[config.mk]
export PLATFORM = sky130hd
export DESIGN_NAME = microwave_timer_ctrl
export DESIGN_NICKNAME = d
export VERILOG_FILES = /design/src/rtl/microwave_timer_ctrl.sv
export SDC_FILE = /design/constraint.sdc
export NUM_CORES = 1
export LEC_CHECK = 0
export ABC_AREA = 1
export BUFFER_PORTS_ARGS = -buffer_cell sky130_fd_sc_hd__buf_2
export CAP_MARGIN = 20
export CORE_ASPECT_RATIO = 1.2
export CORE_MARGIN = 1.5
export CORE_UTILIZATION = 59
export CTS_BUF_LIST = sky130_fd_sc_hd__clkbuf_4
export CTS_CLUSTER_DIAMETER = 150
export DETAILED_ROUTE_END_ITERATION = 7
export GPL_ROUTABILITY_DRIVEN = 0
export PLACE_DENSITY = 0.82
export SETUP_SLACK_MARGIN = 0.15
export SYNTH_ARGS = -nofsm -noshare
export SYNTH_HDL_FRONTEND = slang
export SYNTH_SLANG_ARGS = --single-unit
[constraint.sdc]
create_clock -name clk -period 2.2 [get_ports clk]
set_input_delay 0.22 -clock clk [delete_from_list [all_inputs] [get_ports clk]]
set_output_delay 0.22 -clock clk [all_outputs]
set_load 0.1 [all_outputs]
[src/rtl/microwave_timer_ctrl.sv]
// Microwave cook-timer sequencer: keypad BCD entry, 1 s countdown while cooking,
// door interlock and magnetron enable. All outputs come straight from registers.
module microwave_timer_ctrl #(
   parameter int TICKS_PER_SEC = 100
) (
   input  logic       clk,
   input  logic       rst_n,
   input  logic       key_valid,
   input  logic [3:0] key_digit,
   input  logic       start,
   input  logic       stop,
   input  logic       clear,
   input  logic       door_closed,
   output logic [3:0] min,
   output logic [3:0] sec_tens,
   output logic [3:0] sec_ones,
   output logic       mag_on,
   output logic       done,
   output logic [2:0] state
);

   localparam int PW = (TICKS_PER_SEC > 1) ? $clog2(TICKS_PER_SEC) : 1;
   localparam logic [PW-1:0] PRESC_TERM = PW'(TICKS_PER_SEC - 1);

   typedef enum logic [2:0] {
      ST_IDLE  = 3'd0,
      ST_SET   = 3'd1,
      ST_COOK  = 3'd2,
      ST_PAUSE = 3'd3,
      ST_DONE  = 3'd4
   } state_e;

   state_e        state_q, state_d;
   logic [3:0]    min_q, min_d;
   logic [3:0]    tens_q, tens_d;
   logic [3:0]    ones_q, ones_d;
   logic [PW-1:0] presc_q, presc_d;
   logic          mag_q, mag_d;
   logic          done_q, done_d;

   logic          time_nz_s;
   logic          key_ok_s;
   logic          start_ok_s;
   logic          tick_s;
   logic [11:0]   dec_s;

   // One-second BCD decrement with borrow chain ones -> tens (0..5) -> minutes.
   function automatic logic [11:0] bcd_dec(input logic [3:0] m, input logic [3:0] t,
                                           input logic [3:0] o);
      logic [11:0] r;
      if (o != 4'd0) begin
         r = {m, t, o - 4'd1};
      end else if (t != 4'd0) begin
         r = {m, t - 4'd1, 4'd9};
      end else begin
         r = {m - 4'd1, 4'd5, 4'd9};
      end
      return r;
   endfunction

   // Event qualifiers shared by the next-state logic.
   always_comb begin
      time_nz_s  = (min_q != 4'd0) || (tens_q != 4'd0) || (ones_q != 4'd0);
      // A digit is refused when the current ones digit could not become a legal tens digit.
      key_ok_s   = key_valid && (key_digit <= 4'd9) && (ones_q <= 4'd5);
      start_ok_s = start && time_nz_s && door_closed;
      tick_s     = (presc_q == PRESC_TERM);
      dec_s      = bcd_dec(min_q, tens_q, ones_q);
   end

   // Next-state and next-output logic; priority clear > door > stop > start > key.
   always_comb begin
      state_d = state_q;
      min_d   = min_q;
      tens_d  = tens_q;
      ones_d  = ones_q;
      presc_d = presc_q;
      done_d  = 1'b0;
      if (clear) begin
         state_d = ST_IDLE;
         min_d   = 4'd0;
         tens_d  = 4'd0;
         ones_d  = 4'd0;
         presc_d = '0;
      end else begin
         case (state_q)
            ST_IDLE, ST_SET: begin
               if (stop && (state_q == ST_SET)) begin
                  state_d = ST_IDLE;
                  min_d   = 4'd0;
                  tens_d  = 4'd0;
                  ones_d  = 4'd0;
                  presc_d = '0;
               end else if (start_ok_s) begin
                  state_d = ST_COOK;
                  presc_d = '0;
               end else if (key_ok_s) begin
                  state_d = ST_SET;
                  min_d   = tens_q;
                  tens_d  = ones_q;
                  ones_d  = key_digit;
               end else begin
                  state_d = state_q;
               end
            end
            ST_COOK: begin
               if (!door_closed || stop) begin
                  state_d = ST_PAUSE;
               end else if (tick_s) begin
                  presc_d = '0;
                  {min_d, tens_d, ones_d} = dec_s;
                  if (dec_s == 12'h000) begin
                     state_d = ST_DONE;
                     done_d  = 1'b1;
                  end else begin
                     state_d = ST_COOK;
                  end
               end else begin
                  presc_d = presc_q + PW'(1);
               end
            end
            ST_PAUSE: begin
               if (stop) begin
                  state_d = ST_IDLE;
                  min_d   = 4'd0;
                  tens_d  = 4'd0;
                  ones_d  = 4'd0;
                  presc_d = '0;
               end else if (start_ok_s) begin
                  state_d = ST_COOK;
                  presc_d = '0;
               end else begin
                  state_d = ST_PAUSE;
               end
            end
            ST_DONE: begin
               // Time is already 0:00 here, so a key press lands as the first digit.
               if (stop) begin
                  state_d = ST_IDLE;
               end else if (key_ok_s) begin
                  state_d = ST_SET;
                  min_d   = tens_q;
                  tens_d  = ones_q;
                  ones_d  = key_digit;
               end else begin
                  state_d = ST_DONE;
               end
            end
            default: begin
               state_d = ST_IDLE;
               min_d   = 4'd0;
               tens_d  = 4'd0;
               ones_d  = 4'd0;
               presc_d = '0;
            end
         endcase
      end
      mag_d = (state_d == ST_COOK);
   end

   // State, time digits, prescaler and output flags.
   always_ff @(posedge clk or negedge rst_n) begin
      if (!rst_n) begin
         state_q <= ST_IDLE;
         min_q   <= 4'd0;
         tens_q  <= 4'd0;
         ones_q  <= 4'd0;
         presc_q <= '0;
         mag_q   <= 1'b0;
         done_q  <= 1'b0;
      end else begin
         state_q <= state_d;
         min_q   <= min_d;
         tens_q  <= tens_d;
         ones_q  <= ones_d;
         presc_q <= presc_d;
         mag_q   <= mag_d;
         done_q  <= done_d;
      end
   end

   assign min      = min_q;
   assign sec_tens = tens_q;
   assign sec_ones = ones_q;
   assign mag_on   = mag_q;
   assign done     = done_q;
   assign state    = state_q;

endmodule
==> flow_summary.yaml, run 1 <==
cells_and_area:
  layout_commonest_cell: "nand2_1"
  nNetsFinal: 333
  design_area_um2: 2140
  post-route-util: 0.699
  diodes: 0
  syn2layout_area_growth_pct: 12.8
  final_cell_mix: "95 x nand2_1, 30 x inv_1, 27 x buf_2"
  drive_gt1_frac: 0.248
place:
  io_buffers: 27
  dp_hpwl_mm: 3.49
  place_area_um2: 2070
clock_network:
  numClockSinks: 24
  cts.path.max_buffers: 2
  htree_levels: 1
  cts_buffers: 3
  clk_latency_ps: 320
  clkTransAtPathRegs_ps: 130
  cts_tree: "built"
  cts_root_buffer: "clkbuf_4"
synthesis:
  yosys_warnings: 0
  ys_seq_elements: 24
  async_reset_ff_frac: 1.00
  syn_inst: 289
  synth_edf_count: 0
  yosysTopAreaCellShare: 0.317
  synth-main-ff-cell: "dfrtp_1"
  ys_types: 32
  synth-seq-area-share: 0.317
  syn-cell-area_um2: 1890
  syn-num-nets: 303
  yosysTopAreaCell: "dfrtp_1"
  synth.avg_cell_area_um2: 6.55
  synth_area_leaders: "dfrtp_1 32%, nand2_1 19%, inv_1 5.9%, o21ai_0 5.3%, nand3_1 5.0%"
timing:
  hold_viol: 0
  skew_ps: 3.88
  setup_violations: 0
  min_period_over_period: 0.849
  slew_headroom: 0.543
  grt_setup_unrepaired: "false"
  fmax_mhz: 535
  maxSlewViolCount: 0
  worst_slew_pin_slew_ps: 681
  finalCriticalPeriod_ps: 1870
  tns_ps: 0
drt:
  first_pass_iters: 4
  antenna_left: 0
  drc_errors: 0
  vias_per_cell: 5.57
  vias: 1973
  drt_iter0_drc: 87
  wl_per_cell_um: 13.1
  drt-total-wl_mm: 4.62
floorplan:
  dieWidth_um: 54.7
  core_um2: 3060
  die_h_um: 65.1
  num_io_pins: 28
  initial_utilization: 0.620
  rows: 22
  dieArea_um2: 3560
grt:
  antenna_found_initial: 0
  grt_overflow: 0
  grt_util_all_layers: 0.276
  grt_max_degree: 25
  grt_pass1_wl_mm: 7.26
  first_global_vias: 1737
worst_setup_path:
  cp.required_ps: 2450
  r2r-end: "state[2]"
  worstSetupEndpointType: "flop"
  crit_type: "reg2reg"
  endpoint: "state[2]"
  crit_path_start: "sec_ones[2]"
  start_kind: "flop"
  arrival_ps: 2120
  r2r_setup_slack_ps: 330
  crit_path_top_delay_cell: "dfrtp_2"
  crit_buf_inv: 0
  crit_chain: "nor2_4, nand2_2, nor2_2, nand3_1, nand2_1, nand2_1, nor2_1, nand4_1, a21oi_1"
  cp.depth: 9
  cp_top_family: "simple AND/OR/NAND/NOR gates"
  rr_startpoint: "sec_ones[2]"
  crit_path_frequent_cell: "nand2_1"
  path_max_fanout: 8
  reg2regPathDepth: 9
  critical-path-max-stage-delay_ps: 500
job:
  max_cap_violations: 0
worst_hold_path:
  hold_path_class: "in2reg"
  holdPathStages: 2
run_status:
  status: "finished clean"
==> cells by family after synthesis <==
family / synth area share
DFF: 0.317
buffers and inverters: 0.0905
and+or+nand+nor: 0.384
AOI/OAI and AO/OA: 0.184
adders and majority gates: 0.0198
xor gates and xnor gates: 0.00463
==> synth_stat cells, drive strengths merged, types with 2 or more instances <==
master and n:
nand2 102, o21ai 41, inv 33, dfrtp 24, nor2 24, nand3 21
a21oi 11, nand4 8, nor3 5, buf 4, clkbuf 3, ha 3
o211ai 2
==> sequential cells by signal (all words and copies together), names as in the netlist <==
| signal | count |
|---|---|
| done | 1 |
| state | 3 |
| mag_on | 1 |
| sec_tens | 4 |
| presc_q | 7 |
| min | 4 |
| sec_ones | 4 |
==> per-stage QoR <==
stage                     hold WS (ps)  setup WS (ps)  cells
after floorplan                  -75.6            176    289
after global placement             242            329    349
after detailed placement           238            289    349
after CTS                          137            273    354
after global routing               144            173    354
final                              154            332    354
==> metal layers <==
metal,part of all wire,track usage
met5,0,0
met4,0.026,0.134
met2,0.51,0.481
met1,0.42,0.324
met3,0.044,0.0230
==> how the worst min path moves through the flow <==
stage | end | start | slack, ps
floorplan | done | rst_n | -80
global placement | presc_q[3] | rst_n | 240
detailed placement | presc_q[3] | rst_n | 240
CTS | state[2] | clear | 140
global route | state[2] | clear | 140
finish | state[2] | clear | 150
==> cell type report <==
class                           instances  area [µm²]
Inverter                               34         128
Multi-Input combinational cell        224        1140
Timing Repair Buffer                   32         175
Tap cell                               36        45.0
Clock buffer                            4        30.0
Fill cell                             294         920
Sequential cell                        24         616
==> repair_timing <==
item                       in CTS  in global routing
setup endpoints to repair       0                 16
setup buffers                   0                  0
hold buffers                    1                  0
resized for setup               0                  4
hold endpoints to repair       24                  0
Power of run 1 is left out: the tool's default activity adds up to more than one toggle a clock period on the data nets, which glitch-free logic cannot reach.
==> run 2, diff against run 1 <==
Settings changed: ABC_AREA 1 to 0.
Clock period 2.2 ns to 1.85 ns, I/O delays scaled along.
==> run 2 against run 1 <==
Effect of this change: the run now ends with design-rule violations, negative setup slack left; synthesized cell count shrank 23%; first-iteration DRC count grew to 4.9 times the previous value; global-route usage grew 15 points; sequential share of layout area shrank 7.6 points; register-to-register slack lost 880 ps; die area shrank 0.38%; critical path type unchanged; critical endpoint is now min[0]; highest routed layer unchanged.
==> flow_summary.yaml, run 2 <==
drt:
  wl_per_cell_um: 29.3
  antenna_left: 0
  drt_iter0_drc: 430
  drc_errors: 13
  vias_per_cell: 8.25
  vias: 2878
  drt-total-wl_mm: 10.2
  first_pass_iters: 8
synthesis:
  synth_top_cells_by_count: "24 x dfrtp_1, 16 x nor2_1, 14 x nand2_1"
  yosys.area_share.simple: 0.287
  async_reset_ff_frac: 1.00
  ys_types: 63
  synth.most_common_cell: "dfrtp_1"
  synth-main-ff-cell: "dfrtp_1"
  syn-num-nets: 236
  yosysTopAreaCellShare: 0.319
  synth_area_leaders: "dfrtp_1 32%, nor2_1 3.2%, a21oi_1 2.9%, a22oi_1 2.8%, nand2_1 2.8%"
  synth-xor-area-share: 0.00929
  yosys.area_share.adder: 0.0199
  synth-seq-area-share: 0.319
  syn_inst: 222
  yosysTopAreaCell: "dfrtp_1"
  synth_edf_count: 0
  ys_seq_elements: 24
  yosys_warnings: 0
  syn-cell-area_um2: 1890
  synthMuxAreaShare: 0.0279
  synth_top_family_by_area: "simple AND/OR/NAND/NOR gates"
  synth.avg_cell_area_um2: 8.49
  synth-compound-area-share: 0.283
cells_and_area:
  largest_reg_flops: 7
  nNetsFinal: 328
  final_cell_mix: "54 x buf_4, 26 x buf_2, 17 x buf_6"
  largest_register: "presc_q"
  layout_commonest_cell: "buf_4"
  drive_gt1_frac: 0.534
  diodes: 0
  syn2layout_area_growth_pct: 56.3
timing:
  finalCriticalPeriod_ps: 2390
  slew_headroom: 0.569
  fin_ws_ps: -544
  maxSlewViolCount: 0
  skew_ps: 14.8
  worst_slew_pin_slew_ps: 642
  hold_viol: 0
  grt_setup_unrepaired: "true"
  setup_violations: 21
  fmax_mhz: 418
  min_period_over_period: 1.29
clock_network:
  clkTransAtPathRegs_ps: 160
  cts.path.max_buffers: 2
  numClockSinks: 24
  cts_buffers: 3
  clk_latency_ps: 340
  cts_tree: "built"
  cts_root_buffer: "clkbuf_4"
  htree_levels: 1
grt:
  grt_util_all_layers: 0.425
  grt_max_degree: 25
  antenna_found_initial: 0
  grt_pass1_wl_mm: 11.0
  grt_overflow: 0
  first_global_vias: 2350
worst_hold_path:
  hold_path_class: "in2reg"
worst_setup_path:
  arrival_ps: 2640
  crit_type: "reg2reg"
  cp.required_ps: 2090
  start_kind: "flop"
  path_max_fanout: 6
  worstSetupEndpointType: "flop"
floorplan:
  rows: 22
  initial_utilization: 0.617
  dieArea_um2: 3550
  core_um2: 3060
  dieWidth_um: 54.6
  num_io_pins: 28
  die_h_um: 64.9
job:
  max_cap_violations: 0
pwr:
  p_leak_nw: 1.26
  total_power_mw: 5.34
  p_per_area_nw_per_um2: 1810
  ir_drop_uv: 1650
place:
  io_buffers: 27
  dp_slack_ps: -402
  dp_hpwl_mm: 4.21
run_status:
  violations: "design-rule violations, negative setup slack"
  status: "finished with violations"
[run 2: worst paths after layout]
path	from	endpoint	slack (ps)	depth (start not counted)
hold reg to reg	sec_tens[2]	sec_tens[2]	680	2
hold / removal	clear	done	260	2
max in group asynchronous	rst_n	min[1]	1020	2
setup reg to reg	presc_q[0]	min[0]	-540	6
setup / recovery	presc_q[0]	min[0]	-540	6
min in group asynchronous	rst_n	presc_q[1]	370	2
[run 2: per-layer routing]
metal | track usage | up-vias | share of wire
met3 | 0.0760 | 170 | 0.15
met4 | 0.253 | 0 | 0.11
met5 | 0 | - | 0
met1 | 0.493 | 1256 | 0.31
li1 | - | 1044 | -
met2 | 0.696 | 408 | 0.43
[run 2: final cells by class]
cell class / instances / area (µm²)
Clock buffer: 4 / 30.0
Fill cell: 62 / 108
Inverter: 10 / 37.5
Multi-Input combinational cell: 176 / 1460
Sequential cell: 24 / 627
Tap cell: 36 / 45.0
Timing Repair Buffer: 99 / 744
[run 2: logic make-up after synthesis]
family	Yosys count
compound gates	75
xor+xnor	2
fa+ha+maj	3
buf+inv	22
flops	24
mux	5
simple gates	91
[run 2: power by group]
part           internal (mW)  total, mW  switching, mW
Combinational           1.69       4.29           2.60
Sequential             0.639      0.761          0.123
Clock                 0.0995      0.285          0.185
Total                   2.43       5.34           2.91
[run 2: stage by stage]
stage	setup TNS [ps]	utilization	cell area, µm²	hold slack, ps	std cells
after floorplan	-9020	-	1940	-111	222
after global placement	-3520	0.817	2500	191	333
after detailed placement	-4630	0.817	2500	198	333
after CTS	-4010	0.900	2750	221	343
after global routing	-7310	0.965	2950	259	349
final	-8610	0.965	2950	258	349
[run 2: what timing repair did]
| item | in CTS | in global routing |
|---|---|---|
| pin swaps | 8 | 12 |
| endpoints found under the setup margin | 24 | 24 |
| resized for setup | 35 | 37 |
| endpoints found under the hold margin | 24 | 0 |
| buffers inserted | 5 | 6 |
| hold buffers | 1 | 0 |
[run 2: critical path, stage by stage (launching register included)]
cell and delay, ps:
dfrtp_1 450, ha_1 240, nand4bb_1 200, o21ai_0 500
o31a_1 390, a21oi_4 160, o32ai_1 340
Note: power is estimated with default switching activity, not from simulation.
==> run 3, diff against run 2 <==
Settings changed: GPL_TIMING_DRIVEN from default to 0.
==> run 3 against run 2 <==
Effect of this change: the flow finishes with violations (negative setup slack); sequential power about the same; first-iteration DRC count down 73%; global-route usage fell by 10 points; clock-buffer cell count down 1; worst setup slack improved by 45 ps; final cell count shrank 13%; via count decreased by 27%; wire length down 46%; hold slack got worse by 61 ps; power shrank 24%; combinational power shrank 33%; non-clock buffer count is 46 lower; critical endpoint is now state[2].
==> flow_summary.yaml, run 3 (same netlist as run 2, synthesis figures left out) <==
run_status:
  status: "finished with violations"
  violations: "negative setup slack"
worst_setup_path:
  start_kind: "flop"
  reg2regPathDepth: 6
  endpoint: "state[2]"
  path_max_fanout: 6
  r2r-end: "state[2]"
  critical-path-max-stage-delay_ps: 690
  crit_path_start: "min[0]"
  arrival_ps: 2640
  worstSetupEndpointType: "flop"
  cp.required_ps: 2140
  r2r_setup_slack_ps: -500
  crit_path_top_delay_cell: "or4_2"
  crit_type: "reg2reg"
  crit_chain: "inv_1, ha_1, or4_2, a41oi_2, or3b_4, a21oi_2"
  rr_startpoint: "min[0]"
timing:
  maxSlewViolCount: 0
  worst_slew_pin_slew_ps: 634
  hold_viol: 0
  slew_headroom: 0.574
  skew_ps: 8.62
  min_period_over_period: 1.27
  finalCriticalPeriod_ps: 2350
  fmax_mhz: 426
  grt_setup_unrepaired: "true"
  setup_violations: 23
  hold_ws_ps: 197
  fin_ws_ps: -499
grt:
  grt_pass1_wl_mm: 8.60
  grt_overflow: 0
  grt_max_degree: 25
  grt_util_all_layers: 0.325
  gr-max-usage-layer: "met2"
  grt_util_met2: 0.484
  global_route.usage.met3: 0.0369
  antenna_found_initial: 0
  first_global_vias: 1892
  met1_usage: 0.434
cells_and_area:
  n_fill_cell: 213
  layout.cells.non_filler: 303
  diodes: 0
  largest_register: "presc_q"
  drive_gt1_frac: 0.360
  syn2layout_area_growth_pct: 27.7
  post-route-util: 0.788
  nNetsFinal: 282
  final_cell_mix: "27 x buf_2, 15 x nor2_1, 13 x buf_4, 13 x nand2_1, 11 x dfrtp_1"
  largest_reg_flops: 7
  layout_commonest_cell: "buf_2"
pwr:
  p_leak_nw: 0.982
  p_per_area_nw_per_um2: 1680
  ir_drop_uv: 1050
clock_network:
  cts_buffers: 3
  cts.path.max_buffers: 2
  numClockSinks: 24
  cts_root_buffer: "clkbuf_4"
  clkTransAtPathRegs_ps: 160
  cts_tree: "built"
  clk_latency_ps: 340
  htree_levels: 1
drt:
  drt_iter0_drc: 116
  vias_per_cell: 6.89
  wl_per_cell_um: 18.1
  drt-total-wl_mm: 5.48
  first_pass_iters: 5
  vias: 2089
  antenna_left: 0
  drc_errors: 0
floorplan:
  dieWidth_um: 54.6
  dieArea_um2: 3550
  num_io_pins: 28
  core_um2: 3060
  die_h_um: 64.9
  initial_utilization: 0.617
  rows: 22
job:
  max_cap_violations: 0
place:
  io_buffers: 27
  dp_hpwl_mm: 3.44
  dp_cells: 285
worst_hold_path:
  hold_path_class: "in2reg"
run 3: cell count changes in the layout (fill, tap and decap cells not counted), moves of 3 or more:
| cell | before | now |
|---|---|---|
| buf_6 | 17 | 4 |
| buf_4 | 54 | 13 |
| o2bb2ai_2 | 4 | 0 |
| o22ai_1 | 1 | 4 |
| a31oi_4 | 3 | 0 |
| o2bb2ai_1 | 1 | 5 |
| clkbuf_2 | 0 | 3 |
| o22ai_2 | 3 | 0 |
run 3: repair_timing:
item | CTS | global route
resized for setup | 25 | 5
pin swaps | 7 | 4
setup endpoints to repair | 24 | 24
hold endpoints to repair | 24 | 0
hold buffers | 1 | 0
buffers inserted | 10 | 3
run 3: power breakdown:
| part | internal, mW | switching, mW | total, mW |
|---|---|---|---|
| Combinational | 1.04 | 1.84 | 2.88 |
| Clock | 0.220 | 0.191 | 0.411 |
| Sequential | 0.639 | 0.125 | 0.764 |
| Total | 1.89 | 2.16 | 4.06 |
run 3: per-stage QoR:
step	area [µm²]	setup TNS (ps)	setup slack, ps	power (mW)
after CTS	2370	-5980	-491	3.86
final	2410	-6970	-499	4.06
after global placement	2120	-9800	-610	3.10
after floorplan	1940	-9020	-609	2.68
after global routing	2410	-8520	-549	4.24
after detailed placement	2120	-9650	-634	3.12
run 3: area by class of cell:
cell class                 count  area, µm²  area share
buffer                        12       93.8      0.0390
clock buffer                   3       22.5     0.00936
clock inverter                 1       30.0      0.0125
inverter                      10       37.5      0.0156
multi-input combinational    176       1300       0.541
sequential                    24        627       0.260
tap                           36       45.0      0.0187
timing repair buffer          41        250       0.104
run 3: worst min path at each step:
stage	start	endpoint	depth (start not counted)
after global placement	rst_n	min[1]	1
after global routing	clear	presc_q[4]	4
final	clear	presc_q[6]	4
after floorplan	rst_n	done	0
after detailed placement	rst_n	min[1]	1
after CTS	clear	presc_q[6]	4
run 3: per-layer routing:
| metal | share of wire | routed length (µm) |
|---|---|---|
| met4 | 0.038 | 210 |
| met2 | 0.48 | 2640 |
| met3 | 0.065 | 356 |
| met5 | 0 | 0 |
| met1 | 0.42 | 2280 |
run 3: worst max-delay path: cells and delay by family (launching register included):
| kind | cells | cell delay (ps) |
|---|---|---|
| flip-flops | 1 | 480 |
| adder cells (fa/ha/maj) | 1 | 250 |
| AO/OA/AOI/OAI | 2 | 370 |
| buffers and inverters | 1 | 90 |
| AND/OR/NAND/NOR | 2 | 1100 |
